## config.mk

```make
export PLATFORM = sky130hd
export DESIGN_NAME = apb_intc_nch
export DESIGN_NICKNAME = d
export VERILOG_FILES = /design/src/rtl/intc_pkg.sv /design/src/rtl/intc_prio_arbiter.sv /design/src/rtl/apb_intc_nch.sv
export SDC_FILE = /design/constraint.sdc
export NUM_CORES = 1
export LEC_CHECK = 0
export ABC_CLOCK_PERIOD_IN_PS = 11100
export BUFFER_PORTS_ARGS = -buffer_cell sky130_fd_sc_hd__buf_2
export CAP_MARGIN = 20
export CORE_MARGIN = 4
export CORE_UTILIZATION = 35
export CTS_BUF_LIST = sky130_fd_sc_hd__clkbuf_4 sky130_fd_sc_hd__clkbuf_8
export DETAILED_ROUTE_END_ITERATION = 6
export SLEW_MARGIN = 20
export SYNTH_ARGS = -nofsm -noshare
export SYNTH_HDL_FRONTEND = slang
export SYNTH_SLANG_ARGS = --single-unit
```

## constraint.sdc

```tcl
create_clock -name pclk_i -period 11.1 [get_ports pclk_i]
set_clock_uncertainty 0.15 [all_clocks]
set_input_delay 2.22 -clock pclk_i [delete_from_list [all_inputs] [get_ports pclk_i]]
set_output_delay 2.22 -clock pclk_i [all_outputs]
set_load 0.005 [all_outputs]
```

## src/rtl/intc_pkg.sv

```systemverilog
`default_nettype none
// ============================================================================
// Module      : intc_pkg
// Description : Register map, reset constants and helpers for apb_intc_nch.
// Revision    : 1.0 - initial release
// ============================================================================
package intc_pkg;

    localparam logic [7:0] INTC_STATUS    = 8'h01;
    localparam logic [7:0] INTC_CLEAR     = 8'h02;
    localparam logic [7:0] INTC_MASK      = 8'h03;
    localparam logic [7:0] INTC_THRESHOLD = 8'h04;
    localparam logic [7:0] INTC_MODE      = 8'h05;
    localparam logic [7:0] INTC_ID        = 8'h06;
    localparam logic [7:0] INTC_PRIO_BASE = 8'h10;

    // Threshold resets to all-ones (truncated to the priority width).
    localparam logic [31:0] INTC_THR_RESET  = 32'hFFFF_FFFF;
    localparam int          INTC_PRIO_RESET = 1;

    function automatic int intc_id_width(input int num_irq);
        return $clog2(num_irq + 1);
    endfunction

endpackage
`default_nettype wire

```

## src/rtl/intc_prio_arbiter.sv

```systemverilog
`default_nettype none
// ============================================================================
// Module      : intc_prio_arbiter
// Description : Combinational lowest-priority-value winner, ties to lowest index.
// Revision    : 1.0 - initial release
// ============================================================================
module intc_prio_arbiter
    import intc_pkg::*;
#(
    parameter int NUM_IRQ = 8,
    parameter int PRIO_W  = 3,
    parameter int ID_W    = intc_id_width(NUM_IRQ)
) (
    input  logic [NUM_IRQ-1:0]        cand,
    input  logic [NUM_IRQ*PRIO_W-1:0] prio,
    output logic [ID_W-1:0]           win_id
);

    logic [PRIO_W-1:0] w_best;
    logic              w_found;

    // Strict less-than keeps the earliest index on equal priority.
    always_comb begin
        win_id  = '0;
        w_best  = '1;
        w_found = 1'b0;
        for (int i = 0; i < NUM_IRQ; i++) begin
            if (cand[i] && (!w_found || (prio[i*PRIO_W +: PRIO_W] < w_best))) begin
                w_found = 1'b1;
                w_best  = prio[i*PRIO_W +: PRIO_W];
                win_id  = ID_W'(i + 1);
            end
        end
    end

endmodule
`default_nettype wire

```

## src/rtl/apb_intc_nch.sv

```systemverilog
`default_nettype none
// ============================================================================
// Module      : apb_intc_nch
// Description : N-source APB interrupt controller with level/edge modes,
//               synchronisers, registered priority arbiter and auto-claim ID.
// Revision    : 1.0 - initial release
// ============================================================================
module apb_intc_nch
    import intc_pkg::*;
#(
    parameter int NUM_IRQ     = 8,
    parameter int PRIO_W      = 3,
    parameter int SYNC_STAGES = 2
) (
    input  logic                            pclk_i,
    input  logic                            rst_n_i,
    input  logic                            enable_i,
    input  logic                            psel_i,
    input  logic                            penable_i,
    input  logic                            pwrite_i,
    input  logic [31:0]                     paddr_i,
    input  logic [31:0]                     pwdata_i,
    output logic [31:0]                     prdata_o,
    output logic                            pready_o,
    output logic                            pslverr_o,
    input  logic [NUM_IRQ-1:0]              irq_trigger_i,
    output logic                            interrupt_o,
    output logic [intc_id_width(NUM_IRQ)-1:0] irq_id_o
);

    localparam int ID_W = intc_id_width(NUM_IRQ);

    logic [NUM_IRQ-1:0]        r_status, r_mask, r_mode, r_s_d;
    logic [PRIO_W-1:0]         r_thr;
    logic [PRIO_W-1:0]         r_prio [NUM_IRQ];
    logic [ID_W-1:0]           r_id;
    logic [31:0]               r_rdata;

    logic [NUM_IRQ-1:0]        w_s, w_rise, w_req, w_elig, w_claim, w_clr;
    logic [NUM_IRQ*PRIO_W-1:0] w_prio_flat;
    logic [ID_W-1:0]           w_win;
    logic [31:0]               w_rd_val;
    logic [7:0]                w_addr;
    logic                      w_mapped, w_wr, w_setup_rd;
    logic                      w_unused_pwdata;

    assign w_addr          = paddr_i[7:0];
    assign w_setup_rd      = psel_i & ~penable_i & ~pwrite_i;
    assign w_wr            = psel_i & penable_i & pwrite_i & w_mapped & enable_i;
    assign w_unused_pwdata = ^pwdata_i;

    generate
        if (SYNC_STAGES == 0) begin : g_sync_bypass
            assign w_s = irq_trigger_i;
        end else begin : g_sync
            logic [NUM_IRQ-1:0] r_sync [SYNC_STAGES];
            always_ff @(posedge pclk_i or negedge rst_n_i) begin
                if (!rst_n_i) begin
                    for (int k = 0; k < SYNC_STAGES; k++) r_sync[k] <= '0;
                end else if (enable_i) begin
                    r_sync[0] <= irq_trigger_i;
                    for (int k = 1; k < SYNC_STAGES; k++) r_sync[k] <= r_sync[k-1];
                end
            end
            assign w_s = r_sync[SYNC_STAGES-1];
        end
    endgenerate

    genvar gi;
    generate
        for (gi = 0; gi < NUM_IRQ; gi++) begin : g_prio
            assign w_prio_flat[gi*PRIO_W +: PRIO_W] = r_prio[gi];
            assign w_elig[gi] = w_req[gi] && (r_prio[gi] != '0) && (r_prio[gi] <= r_thr);
        end
    endgenerate

    assign w_rise = w_s & ~r_s_d;
    assign w_req  = (r_mode & w_rise) | (~r_mode & w_s);

    // Address decode and read mux; anything unmapped reads as zero.
    always_comb begin
        w_mapped = 1'b0;
        w_rd_val = '0;
        if (paddr_i[31:8] == 24'd0) begin
            case (w_addr)
                INTC_STATUS:    begin w_mapped = 1'b1; w_rd_val = 32'(r_status); end
                INTC_CLEAR:     begin w_mapped = 1'b1; end
                INTC_MASK:      begin w_mapped = 1'b1; w_rd_val = 32'(r_mask);   end
                INTC_THRESHOLD: begin w_mapped = 1'b1; w_rd_val = 32'(r_thr);    end
                INTC_MODE:      begin w_mapped = 1'b1; w_rd_val = 32'(r_mode);   end
                INTC_ID:        begin w_mapped = 1'b1; w_rd_val = 32'(r_id);     end
                default: begin
                    for (int i = 0; i < NUM_IRQ; i++) begin
                        if (w_addr == 8'(INTC_PRIO_BASE + i)) begin
                            w_mapped = 1'b1;
                            w_rd_val = 32'(r_prio[i]);
                        end
                    end
                end
            endcase
        end
    end

    // Reading ID acknowledges the winner, but only for edge-mode sources.
    always_comb begin
        w_claim = '0;
        if (psel_i && penable_i && !pwrite_i && w_mapped && (w_addr == INTC_ID)) begin
            for (int i = 0; i < NUM_IRQ; i++) begin
                if (r_id == ID_W'(i + 1)) w_claim[i] = r_mode[i];
            end
        end
    end

    assign w_clr = ((w_wr && (w_addr == INTC_CLEAR)) ? pwdata_i[NUM_IRQ-1:0] : '0) | w_claim;

    intc_prio_arbiter #(
        .NUM_IRQ (NUM_IRQ),
        .PRIO_W  (PRIO_W),
        .ID_W    (ID_W)
    ) u_arb (
        .cand    (r_status & r_mask),
        .prio    (w_prio_flat),
        .win_id  (w_win)
    );

    always_ff @(posedge pclk_i or negedge rst_n_i) begin
        if (!rst_n_i) begin
            r_status <= '0;
            r_mask   <= '0;
            r_mode   <= '0;
            r_s_d    <= '0;
            r_thr    <= PRIO_W'(INTC_THR_RESET);
            r_id     <= '0;
            r_rdata  <= '0;
            for (int i = 0; i < NUM_IRQ; i++) r_prio[i] <= PRIO_W'(INTC_PRIO_RESET);
        end else if (enable_i) begin
            r_s_d    <= w_s;
            // New requests override a simultaneous clear so no edge is lost.
            r_status <= (r_status & ~w_clr) | w_elig;
            r_id     <= w_win;
            if (w_setup_rd) r_rdata <= w_rd_val;
            if (w_wr) begin
                case (w_addr)
                    INTC_MASK:      r_mask <= pwdata_i[NUM_IRQ-1:0];
                    INTC_THRESHOLD: r_thr  <= pwdata_i[PRIO_W-1:0];
                    INTC_MODE:      r_mode <= pwdata_i[NUM_IRQ-1:0];
                    default: begin
                        for (int i = 0; i < NUM_IRQ; i++) begin
                            if (w_addr == 8'(INTC_PRIO_BASE + i)) r_prio[i] <= pwdata_i[PRIO_W-1:0];
                        end
                    end
                endcase
            end
        end
    end

    assign prdata_o    = r_rdata;
    assign pready_o    = 1'b1;
    assign pslverr_o   = psel_i & penable_i & ~w_mapped;
    assign irq_id_o    = r_id;
    assign interrupt_o = (r_id != '0) & (|(r_status & r_mask));

endmodule
`default_nettype wire

```

# Word-level counts from Yosys, hierarchy flattened
# Index checks and enable logic that the tools add are counted.
[totals] register_bits=111 wordCells=197
[classes] n_lt_le_gt_ge=15 n_eq_ne=22 mux=52 bitwise=23 reduce_logical=68
[ops] op="32-bit 2-to-1 mux" count=8
[ops] op="32-bit case mux with 6 select lines" count=1
[ops] op="8-bit by 5-bit equality test with 1-bit output, second input constant" count=8
[ops] op="8-bit bitwise AND" count=5
[ops] op="4-bit AND reduction" count=8
[ops] op="1-bit logical AND" count=28
[ops] op="4-bit 2-to-1 mux" count=7
[ops] op="1-bit 2-to-1 mux" count=26
[ops] op="8-bit by 3-bit equality test with 1-bit output, second input constant" count=3
[ops] op="3-bit less-or-equal comparator" count=8
[ops] op="24-bit logical NOT" count=1
[ops] op="3-bit 2-to-1 mux" count=8
[ops] op="8-bit inverter" count=3
[ops] op="8-bit OR" count=3
[ops] op="3-bit nonzero test" count=8
[ops] op="3-bit < comparator" count=7
[ops] op="4-bit by 3-bit equality test with 1-bit output, second input constant" count=4
[ops] op="8-bit by 2-bit equality test with 1-bit output, second input constant" count=2
[ops] op="8-bit 2-to-1 mux" count=2
[ops] op="3-bit AND reduction" count=3
[ops] op="1-bit bitwise AND" count=8
[ops] op="4-bit by 2-bit equality test with 1-bit output, second input constant" count=2
[ops] op="8-bit by 1-bit equality test with 1-bit output, second input constant" count=1
[ops] op="1-bit logical NOT" count=8
[ops] op="other kinds (9)" count=18

# Longest topological paths before layout
# Gate-level depths: netlist of run 1.
[depth] ltp_word=30 ltp_mapped=50 ltp_nobuf=50

# By module
# From an unflattened synthesis of run 1, not the netlist that was laid out.
[hier_totals] hier_cells=627 hier_area_um2=6184.7
[by_module_without_submodules] mod="apb_intc_nch" instances=1 cells_per_inst=496 area_per_inst_um2=5285.1 seq_area_each_um2=2190.9
[by_module_without_submodules] mod="intc_prio_arbiter" instances=1 cells_per_inst=131 area_per_inst_um2=899.6 seq_area_each_um2=0.0

# Worst setup path before layout of run 1
# Ideal clock, no wire load.
[synth_timing] kind="register to register" start="reg r_mask[0]" end="reg r_id[0] (netlist: irq_id_o[0])" setup_ns=0.125 arrival_time_ns=8.405 required_ns=10.825 path_slack_ns=2.420 path_stages_with_launch=47 path_cell_list="dfrtp_1 > nand2_1 > nor2_1 > ha_1 > and4bb_1 > a31oi_1 > o21a_2 > o21ai_0 > ha_1 > and2b_1 > a31oi_1 > nand2_1 > mux2i_1 > inv_1 > ha_1 > nand2_1 > o31ai_1 > a21o_1 > (+11 left out) > a21o_1 > nor3_1 > a21oi_1 > a21oi_1 > a31o_2 > ha_1 > a2111oi_0 > a21oi_2 > mux2_1 > ha_1 > a21o_1 > a21oi_1 > nor2_1 > nor3_1 > inv_1 > o22ai_1 > a21oi_1 > o2bb2ai_1"
[synth_between] elab_chain_cells=30 elab_cells_between_ends=51 classes_between="order compare (7); mux (22); bitwise (1); reduce/logical (21)"
[synth_lines] element="start: declaration" line="apb_intc_nch.sv:33" text="logic [NUM_IRQ-1:0] r_status, r_mask, r_mode, r_s_d;"
[synth_lines] element="start signal: assignment" line="apb_intc_nch.sv:144" text="INTC_MASK: r_mask <= pwdata_i[NUM_IRQ-1:0];"
[synth_lines] element="8-bit bitwise AND (*)" line="apb_intc_nch.sv:121" text=".cand (r_status & r_mask),"
[synth_lines] element="3-bit 2-to-1 mux / 1-bit 2-to-1 mux (equally long branches)" line="intc_prio_arbiter.sv:28" text="if (cand[i] && (!w_found || (prio[i*PRIO_W +: PRIO_W] < w_best))) begin"
[synth_lines] element="3-bit < comparator / 1-bit logical NOT (equally long branches)" line="intc_prio_arbiter.sv:28"
[synth_lines] element="1-bit logical OR" line="intc_prio_arbiter.sv:28"
[synth_lines] element="1-bit logical AND" line="intc_prio_arbiter.sv:28"
[synth_lines] element="3-bit 2-to-1 mux / 1-bit 2-to-1 mux (equally long branches)" line="intc_prio_arbiter.sv:28"
[synth_lines] element="3-bit < comparator / 1-bit logical NOT (equally long branches)" line="intc_prio_arbiter.sv:28"
[synth_lines] element="1-bit logical OR" line="intc_prio_arbiter.sv:28"
[synth_lines] element="(+14 left out)"
[synth_lines] element="3-bit < comparator / 1-bit logical NOT (equally long branches)" line="intc_prio_arbiter.sv:28"
[synth_lines] element="1-bit logical OR" line="intc_prio_arbiter.sv:28"
[synth_lines] element="1-bit logical AND" line="intc_prio_arbiter.sv:28"
[synth_lines] element="3-bit 2-to-1 mux / 1-bit 2-to-1 mux (equally long branches)" line="intc_prio_arbiter.sv:28"
[synth_lines] element="3-bit < comparator / 1-bit logical NOT (equally long branches)" line="intc_prio_arbiter.sv:28"
[synth_lines] element="1-bit logical OR" line="intc_prio_arbiter.sv:28"
[synth_lines] element="1-bit logical AND" line="intc_prio_arbiter.sv:28"
[synth_lines] element="4-bit 2-to-1 mux (*)" line="intc_prio_arbiter.sv:28"
[synth_lines] element="end signal: assignment" line="apb_intc_nch.sv:140" text="r_id <= w_win;"
[synth_lines] element="end: declaration" line="apb_intc_nch.sv:36" text="logic [ID_W-1:0] r_id;"
# Every way passes the cells marked *; elsewhere a longest branch is shown, timed or not.
# A chain may end at the register's enable or synchronous reset.

# Final worst setup path of run 1
[layout_timing] start="reg r_status[0]" end="reg r_id[1] (netlist: irq_id_o[1])"
[layout_between] elab_chain_cells=30 elab_cells_between_ends=50 classes_between="order compare (7); mux (21); bitwise (1); reduce/logical (21)"
[layout_lines] element="start: declaration" line="apb_intc_nch.sv:33"
[layout_lines] element="start signal: assignment" line="apb_intc_nch.sv:139" text="r_status <= (r_status & ~w_clr) | w_elig;"
[layout_lines] element="8-bit bitwise AND (*)" line="apb_intc_nch.sv:121"
[layout_lines] element="3-bit 2-to-1 mux / 1-bit 2-to-1 mux (equally long branches)" line="intc_prio_arbiter.sv:28"
[layout_lines] element="3-bit < comparator / 1-bit logical NOT (equally long branches)" line="intc_prio_arbiter.sv:28"
[layout_lines] element="1-bit logical OR" line="intc_prio_arbiter.sv:28"
[layout_lines] element="1-bit logical AND" line="intc_prio_arbiter.sv:28"
[layout_lines] element="3-bit 2-to-1 mux / 1-bit 2-to-1 mux (equally long branches)" line="intc_prio_arbiter.sv:28"
[layout_lines] element="3-bit < comparator / 1-bit logical NOT (equally long branches)" line="intc_prio_arbiter.sv:28"
[layout_lines] element="1-bit logical OR" line="intc_prio_arbiter.sv:28"
[layout_lines] element="(+14 left out)"
[layout_lines] element="3-bit < comparator / 1-bit logical NOT (equally long branches)" line="intc_prio_arbiter.sv:28"
[layout_lines] element="1-bit logical OR" line="intc_prio_arbiter.sv:28"
[layout_lines] element="1-bit logical AND" line="intc_prio_arbiter.sv:28"
[layout_lines] element="3-bit 2-to-1 mux / 1-bit 2-to-1 mux (equally long branches)" line="intc_prio_arbiter.sv:28"
[layout_lines] element="3-bit < comparator / 1-bit logical NOT (equally long branches)" line="intc_prio_arbiter.sv:28"
[layout_lines] element="1-bit logical OR" line="intc_prio_arbiter.sv:28"
[layout_lines] element="1-bit logical AND" line="intc_prio_arbiter.sv:28"
[layout_lines] element="4-bit 2-to-1 mux (*)" line="intc_prio_arbiter.sv:28"
# Marked as above.

==> flow_results.org, run 1 <==
** CTS
- In this run the deepest clock path goes through 2 buffers.
- The cell sitting at the root of the clock tree is a clkbuf_8.
- Hold repair after CTS inserted 0 buffers.
- CTS sink cnt :: 87
- Clock-pin slew was measured on the worst setup and hold paths at 100 ps.
- TritonCTS built the clock tree.
- The H-tree was split into 3 levels.
- Clock latency on the worst-skew pair :: 390 ps
- Buffers inserted during clock tree synthesis total 9.

** Placement
- Port buffering added 67 buffers.
- At the end of routability-driven placement, the weighted congestion stood at 0.899.
- The wire-length estimate of the detail-placed layout is 12.8 mm.
- In this run, placement finished with an instance count of 868.

** Yosys
- The Yosys step of the flow raised 0 warnings.
- Synthesis inferred 87 register bits.
- Sequential share of the synthesized area :: 38.1%
- After synthesis, the mean cell area works out to 9.52 um^2.
- In the synthesized netlist the dominant register cell turns out to be dfrtp_1.
- Of all flip-flops after synthesis, the portion carrying an async set or reset was 100%.
- Summing every instance area after synthesis gives 0.00575 mm^2.
- Count of different cell masters after synthesis :: 69
- The synthesized design contains 0 enable-type register cells.
- Synthesis produced a netlist whose cell count is 604.

** Layout
- The library cell used most frequently in the layout, excluding fill and tap cells, is dfrtp_1.
- Cells with a size suffix above 1 make up 25.7% of the layout.
- Seq. cell area :: 0.00219 mm^2
- The repair_antennas step left the layout with diodes totalling 0.
- Summing all multi-input logic gate instances after layout gives 0.00324 mm^2.
- The area growth from synthesis to layout is 10.9%.
- The top cell types in the final layout, fill and taps aside, are dfrtp_1 (76), buf_2 (66), nand2_1 (61).
- Number of fillers in the final layout :: 1621
- Final net count :: 774
- Final standard cell count with taps included and fillers excluded :: 884

** Setup path
- STA classifies the critical path startpoint as a flip-flop.
- R2R Path Start :: r_status[0]$_DFFE_PN0P_
- Delay of the slowest cell on the worst path :: 720 ps
- STA puts the critical path data arrival time at 10400 ps.
- Of all nets on the critical path, the largest fanout is 6.
- Among the stages of the critical path, the cell type that occurs most often is ha_1.
- Worst Setup End Kind :: flip-flop
- Data required time of the worst path :: 11210 ps
- Cell with the largest stage delay on the worst path :: a2111oi_1
- The critical path is of the reg -> reg type.
- Startpoint of the most critical setup path :: r_status[0]$_DFFE_PN0P_

** Global routing
- The via count of the first global-routing pass was 4926.
- The first global-routing pass estimated 27.1 mm of wire.
- Aggregate global-route resource usage :: 19.0%
- Entering global routing, the biggest net connects 78 pins.
- The total overflow left after global routing is 0.
- The initial antenna violation count is 0.

** Pwr
- Dividing total power by cell area gives a power density of 94.7 mW/mm^2.
- Clk pwr share :: 34.8%
- Across the VDD grid, the largest voltage drop is 64.9 uV.
- Switching share of total power :: 27.9%
- Sequential group share of total power :: 55.9%
- Combinational logic burns 9.3% of the power.
- The internal power of the cells totals 0.436 mW.
- For this design the total switching power over the nets is 0.169 mW.
- Leak pwr :: 2.96 nW

** STA
- Number of slew-limit violations in the final report :: 0
- For the pin with the worst max-slew slack, the measured transition is 1100 ps.
- Static timing analysis puts the maximum clock frequency at 0.0972 GHz.
- Headroom to the max-slew limit came out at 25.9%.
- In the finished design, the share of the clock period the worst path needs comes to 92.7%.
- Worst-case hold slack :: 333 ps
- Setup Viol. Count Final :: 0
- Hold Violations, Final :: 0
- Min cycle time layout :: 10290 ps

** Flow run
- Max cap viols :: 0

** Die
- Die Outline Area :: 0.0185 mm^2
- Num ports :: 117
- Number of rows created at floorplan :: 46
- Floorplan die height :: 136 um
- In this run the horizontal extent of the chip is 136 um.
- After floorplanning, the core was sized to cover 0.0160 mm^2.
- Starting density of the core :: 35.9%

** Outcome
- Status :: complete, no violations

** Routing
- In this run the remaining antenna-violating nets after routing total 0.
- Count of vias placed by the detailed router :: 4991
- Number of vias per cell :: 5.65
- For this block, the routed nets add up to 17.1 mm of wire.
- After detailed routing, the number of remaining DRC violations is 0.
- After detailed routing, the average wire length per cell comes to 19.3 um.
- For this block, the initial DRC count from the detailed router was 392.
- DRT Pass-1 Iters :: 5

** Hold path
- Class of the most critical hold timing path :: reg -> reg
- Worst Hold Launch :: prdata_o[3]$_DFFE_PN0P_
[logic make-up after synthesis]
group | after synthesis | synth area share [%]
AOI/OAI and AO/OA | 172 | 19.5
and+or+nand+nor | 155 | 13.4
DFF | 87 | 38.1
buffers and inverters | 84 | 7.11
muxes | 71 | 14.6
adders and majority gates | 33 | 7.18
other | 2 | 0.131
[path summary, 6_finish.rpt]
check                                               end  slack (ps)  cells after the start
worst max-delay path            irq_id_o[1]$_DFFE_PN0P_         810                     45
worst min-delay path            prdata_o[3]$_DFFE_PN0P_         330                      2
worst max register to register  irq_id_o[1]$_DFFE_PN0P_         810                     45
worst min register to register  prdata_o[3]$_DFFE_PN0P_         330                      2
max in group asynchronous       prdata_o[2]$_DFFE_PN0P_        8110                      2
min in group asynchronous       irq_id_o[0]$_DFFE_PN0P_        1500                      1
[through the flow]
stage	setup slack, ps	setup TNS, ps	total power [mW]	utilization [%]	instance area [um^2]
floorplan	2420	0	0.377	-	5840
global placement	1310	0	0.398	38.8	6200
detailed placement	874	0	0.400	38.8	6200
CTS	843	0	0.610	39.9	6380
global route	-31.8	-84.9	0.634	39.9	6380
finish	808	0	0.604	39.9	6380
[routing by layer]
layer	vias up	track usage (%)	share of wire, %
li1	2279	-	-
met1	2445	25.4	42
met2	242	30.6	47
met3	25	4.48	8.9
met4	0	5.88	1.8
met5	-	0	0
[power by group through the flow]
stage	logic, mW	registers (mW)	clock network [mW]
after detailed placement	0.0565	0.344	0
after floorplan	0.0364	0.340	0
after global routing	0.0639	0.340	0.231
final	0.0562	0.338	0.210
after CTS	0.0566	0.338	0.216
after global placement	0.0549	0.343	0
[registers in the layout, indices dropped and copies added (netlist names)]
name and cells:
r_prio 24, g_sync.r_sync 8, w_s 8, prdata_o 8, r_mode 8, r_status 8, r_thr 3, r_mask 8
r_s_d 8, irq_id_o 4
[cell usage after synthesis, types with 3 or more instances]
cell type | number | area, um^2
o211ai_1 | 3 | 22.5
o31ai_1 | 9 | 67.6
clkbuf_1 | 16 | 60.1
a222oi_1 | 5 | 50.1
dfstp_2 | 11 | 289
nor4_1 | 9 | 56.3
nor3_1 | 10 | 50.1
a21oi_1 | 48 | 240
mux4_2 | 3 | 67.6
mux2i_1 | 8 | 80.1
nor2b_1 | 4 | 25.0
nand2_1 | 61 | 229
and3_1 | 4 | 25.0
buf_4 | 25 | 188
inv_1 | 40 | 150
buf_1 | 3 | 11.3
nor2_1 | 26 | 97.6
o21bai_1 | 4 | 30.0
nand2b_1 | 4 | 25.0
a31oi_1 | 12 | 75.1
a21o_1 | 13 | 97.6
o21ai_1 | 3 | 15.0
a32oi_1 | 3 | 26.3
nand3_1 | 13 | 65.1
mux2_2 | 57 | 642
o21ai_0 | 46 | 230
ha_1 | 33 | 413
dfrtp_1 | 76 | 1900
[worst max-delay path, delay by kind of cell, from the launching register on]
| kind | cells | cell delay [ps] |
|---|---|---|
| flip-flops | 1 | 470 |
| buffers and inverters | 4 | 390 |
| AO/OA/AOI/OAI | 20 | 4700 |
| multiplexers | 3 | 880 |
| adder cells (fa/ha/maj) | 7 | 1910 |
| AND/OR/NAND/NOR | 11 | 1660 |
[final cells by class]
cell class | instances | area share, %
inverter | 40 | 2.35
clock buffer | 10 | 2.06
sequential | 87 | 34.3
multi-input combinational | 456 | 50.8
tap | 216 | 4.24
clock inverter | 6 | 0.726
timing repair buffer | 69 | 5.53
[what timing repair did]
item,4_1_cts,5_1_grt
setup endpoints to repair,0,4
resized for setup,0,1
buffers inserted,0,0
Note: power is estimated with default switching activity, not from simulation.
==> run 2: changes to the inputs <==
PLACE_DENSITY_LB_ADDON = 0.15   (was unset)
==> flow_results.org, run 2 (same netlist as run 1, synthesis figures left out) <==
** STA
- Tightest Pin Transition :: 1070 ps (-30.7 ps)
- The highest achievable clock rate came to 0.100 GHz (+3.0%).
- Setup repair after global routing missed its margin :: no
- The headroom to the max-slew limit is 28.0% (+2.1 points).
- Setup Total Neg Slack :: 0 ps (unchanged)
- Setup Viol. Count Final :: 0 (unchanged)
- The post-layout worst setup margin is 1110 ps (+300 ps).
- Min cycle time layout :: 9990 ps (-300 ps)
- Share of the clock period used by the worst path after layout :: 90.0% (-2.7 points)
- The number of hold violations in the final report is 0 (unchanged).
- The final count of pins violating max slew was 0 (unchanged).

** Routing
- The wire length reported by the detailed router came to 17.5 mm (+2.8%).
- The via-per-instance ratio was 5.57 (-1.4%).
- The number of search-and-repair iterations in the first detailed-routing pass came to 7 (+2).
- Routed WL per cell :: 19.8 um (+2.8%)
- The remaining antenna violation count came to 0 (unchanged).
- The remaining design rule violation count was 0 (unchanged).
- DRT iter0 DRCs :: 331 (-16%)
- The total number of vias is 4921 (-1.4%).

** Layout
- Final standard cell area without fillers :: 0.00641 mm^2 (+0.47%)
- Final standard cell count with taps included and fillers excluded :: 884 (unchanged)
- Most frequent standard cell in the layout excluding fill and tap cells :: dfrtp_1
- Final net count :: 774 (unchanged)
- Diode count :: 0 (unchanged)
- Ranked by flip-flop count, first place goes to r_prio.
- The filler cell count in the final layout came to 1643 (+1.4%).
- Share of layout cells above drive strength 1 :: 25.7% (unchanged)
- Most frequent cells in the layout :: dfrtp_1 (76), buf_2 (66), nand2_1 (61)
- The flip-flop count of the largest register after layout is 24 (unchanged).
- Signed area change from the synthesized netlist to the final layout :: 11.5%

** CTS
- H-tree lvl count :: 3 (unchanged)
- TritonCTS built the clock tree.
- The total setup buffers inserted after CTS was 0 (unchanged).
- CTS sink cnt :: 87 (unchanged)
- The maximum count of clock buffers along a single path is 2 (unchanged).
- The total clock buffers created by CTS is 9 (unchanged).
- Clock latency on the worst-skew pair :: 380 ps (about the same)
- Cts hold-fix bufs :: 0 (unchanged)
- Clock root buffer :: clkbuf_8
- The clock transition at the register clock pins on the worst setup and hold paths after CTS was 90 ps (about the same).
- The number of gates resized after CTS was 0 (unchanged).

** Pwr
- Switching share of total power :: 26.0% (-1.9 points)
- The relative contribution of sequential cells to total power came to 53.6% (-2.3 points).
- The power density relative to cell area is 98.4 mW/mm^2 (+3.9%).
- The largest vdd supply drop came to 62.0 uV (-4.4%).
- Gate power share :: 8.9% (-0.4 points)
- NetSw :: 0.164 mW (-2.7%)
- The standby leakage power came to 2.98 nW (+0.59%).
- The internal power consumption is 0.467 mW (+7.1%).
- Clk pwr share :: 37.6% (+2.8 points)

** Die
- Horiz. Die Dim :: 136 um (unchanged)
- The overall die height was 136 um (unchanged).
- Num ports :: 117 (unchanged)
- The effective utilization at floorplan came to 35.9% (unchanged).
- Area of the placeable core :: 0.0160 mm^2 (unchanged)
- The cell row count was 46 (unchanged).
- The full die area came to 0.0185 mm^2 (unchanged).

** Placement
- Last weighted congestion value of the routability-driven placer :: 0.927 (+3.1%)
- Placed instance area :: 0.00620 mm^2 (unchanged)
- IO Port Bufs :: 67 (unchanged)
- Placed Instances :: 868 (unchanged)
- Worst setup timing slack at the placement stage :: 1020 ps (+142 ps)
- The post-detailed-placement half-perimeter wirelength came to 13.1 mm (+2.5%).

** Flow run
- Max cap viols :: 0 (unchanged)

** Global routing
- Wire length of the first global-routing pass :: 27.7 mm (+2.1%)
- The overflow left after global routing was 0 (unchanged).
- The all-layer global routing usage came to 19.5% (+0.50 points).
- The via count of the first global-routing pass was 4993 (+1.4%).
- Pin count of the biggest net entering global routing :: 53 (-32%)
- Number of antenna violations at the first check in global routing :: 0 (unchanged)

** Setup path
- The maximum fanout along the worst path came to 6 (unchanged).
- The most critical setup path has its startpoint at r_status[0]$_DFFE_PN0P_.
- Data required time of the worst path :: 11190 ps (-20 ps)
- Delay of the slowest cell on the worst path :: 740 ps (+20 ps)
- WP data arrival :: 10090 ps (-310 ps)
- The worst setup path is launched from a flip-flop.
- Critical path class :: reg -> reg
- Cell with the largest stage delay on the worst path :: a2111oi_1
- The startpoint identified for the worst register-to-register timing path is r_status[0]$_DFFE_PN0P_.
- The worst setup path is captured at a flip-flop.
- By instance count, the cell type seen most on the critical path is ha_1.

** Hold path
- The path class of the tightest hold or removal check is reg -> reg.
- Worst Hold Launch :: prdata_o[0]$_DFFE_PN0P_

** Outcome
- Status :: complete, no violations
[run 2: cell types whose count changed in the layout (fill, tap and decap cells not counted), sizes merged]
cell,delta
clkbuf,+2
clkinv,-1
clkinvlp,-1
bufinv,+1
inv,-1
[run 2: final timing paths]
check,to,slack [ps],depth (start not counted)
min in group asynchronous,r_status[2]$_DFFE_PN0P_,1640,1
setup reg to reg,irq_id_o[1]$_DFFE_PN0P_,1110,45
setup / recovery,irq_id_o[1]$_DFFE_PN0P_,1110,45
hold / removal,prdata_o[0]$_DFFE_PN0P_,330,1
hold reg to reg,prdata_o[0]$_DFFE_PN0P_,330,1
max in group asynchronous,irq_id_o[0]$_DFFE_PN0P_,8120,2
[run 2: worst max-delay path: cells and delay by family (launching register included)]
kind / cells / cell delay (ps)
AOI/OAI and AO/OA: 20 / 4550
adders and majority gates: 7 / 1880
buffers and inverters: 4 / 390
DFF: 1 / 470
muxes: 3 / 870
and+or+nand+nor: 11 / 1530
[run 2: area by class of cell]
cell class / instances / area (um^2) / area share (%)
well taps: 216 / 270 / 4.22
repair buffers: 69 / 353 / 5.50
clock inverters: 4 / 55.1 / 0.859
clock buffers: 12 / 153 / 2.38
multi-input cells: 456 / 3240 / 50.5
flip-flops and latches: 87 / 2190 / 34.2
inverters: 40 / 150 / 2.34
[run 2: stage by stage]
stage | hold WS [ps] | utilization [%] | power [mW]
2_1_floorplan | 317 | - | 0.377
3_3_place_gp | 312 | 38.8 | 0.399
3_5_place_dp | 311 | 38.8 | 0.401
4_1_cts | 332 | 40.1 | 0.638
5_1_grt | 364 | 40.1 | 0.661
6_report | 327 | 40.1 | 0.631
[run 2: routing by layer]
metal | share of wire, % | up-vias | global-route usage, %
met4 | 3.1 | 0 | 7.28
met2 | 47 | 223 | 32.3
met1 | 43 | 2376 | 25.4
li1 | - | 2286 | -
met3 | 7.2 | 36 | 3.70
met5 | 0 | - | 0
[run 2: power groups by stage]
stage          combinational, mW  clock (mW)  sequential (mW)
4_1_cts                   0.0566       0.243            0.338
3_5_place_dp              0.0564           0            0.344
5_1_grt                   0.0635       0.257            0.340
6_report                  0.0560       0.237            0.338
3_3_place_gp              0.0552           0            0.343
2_1_floorplan             0.0364           0            0.340
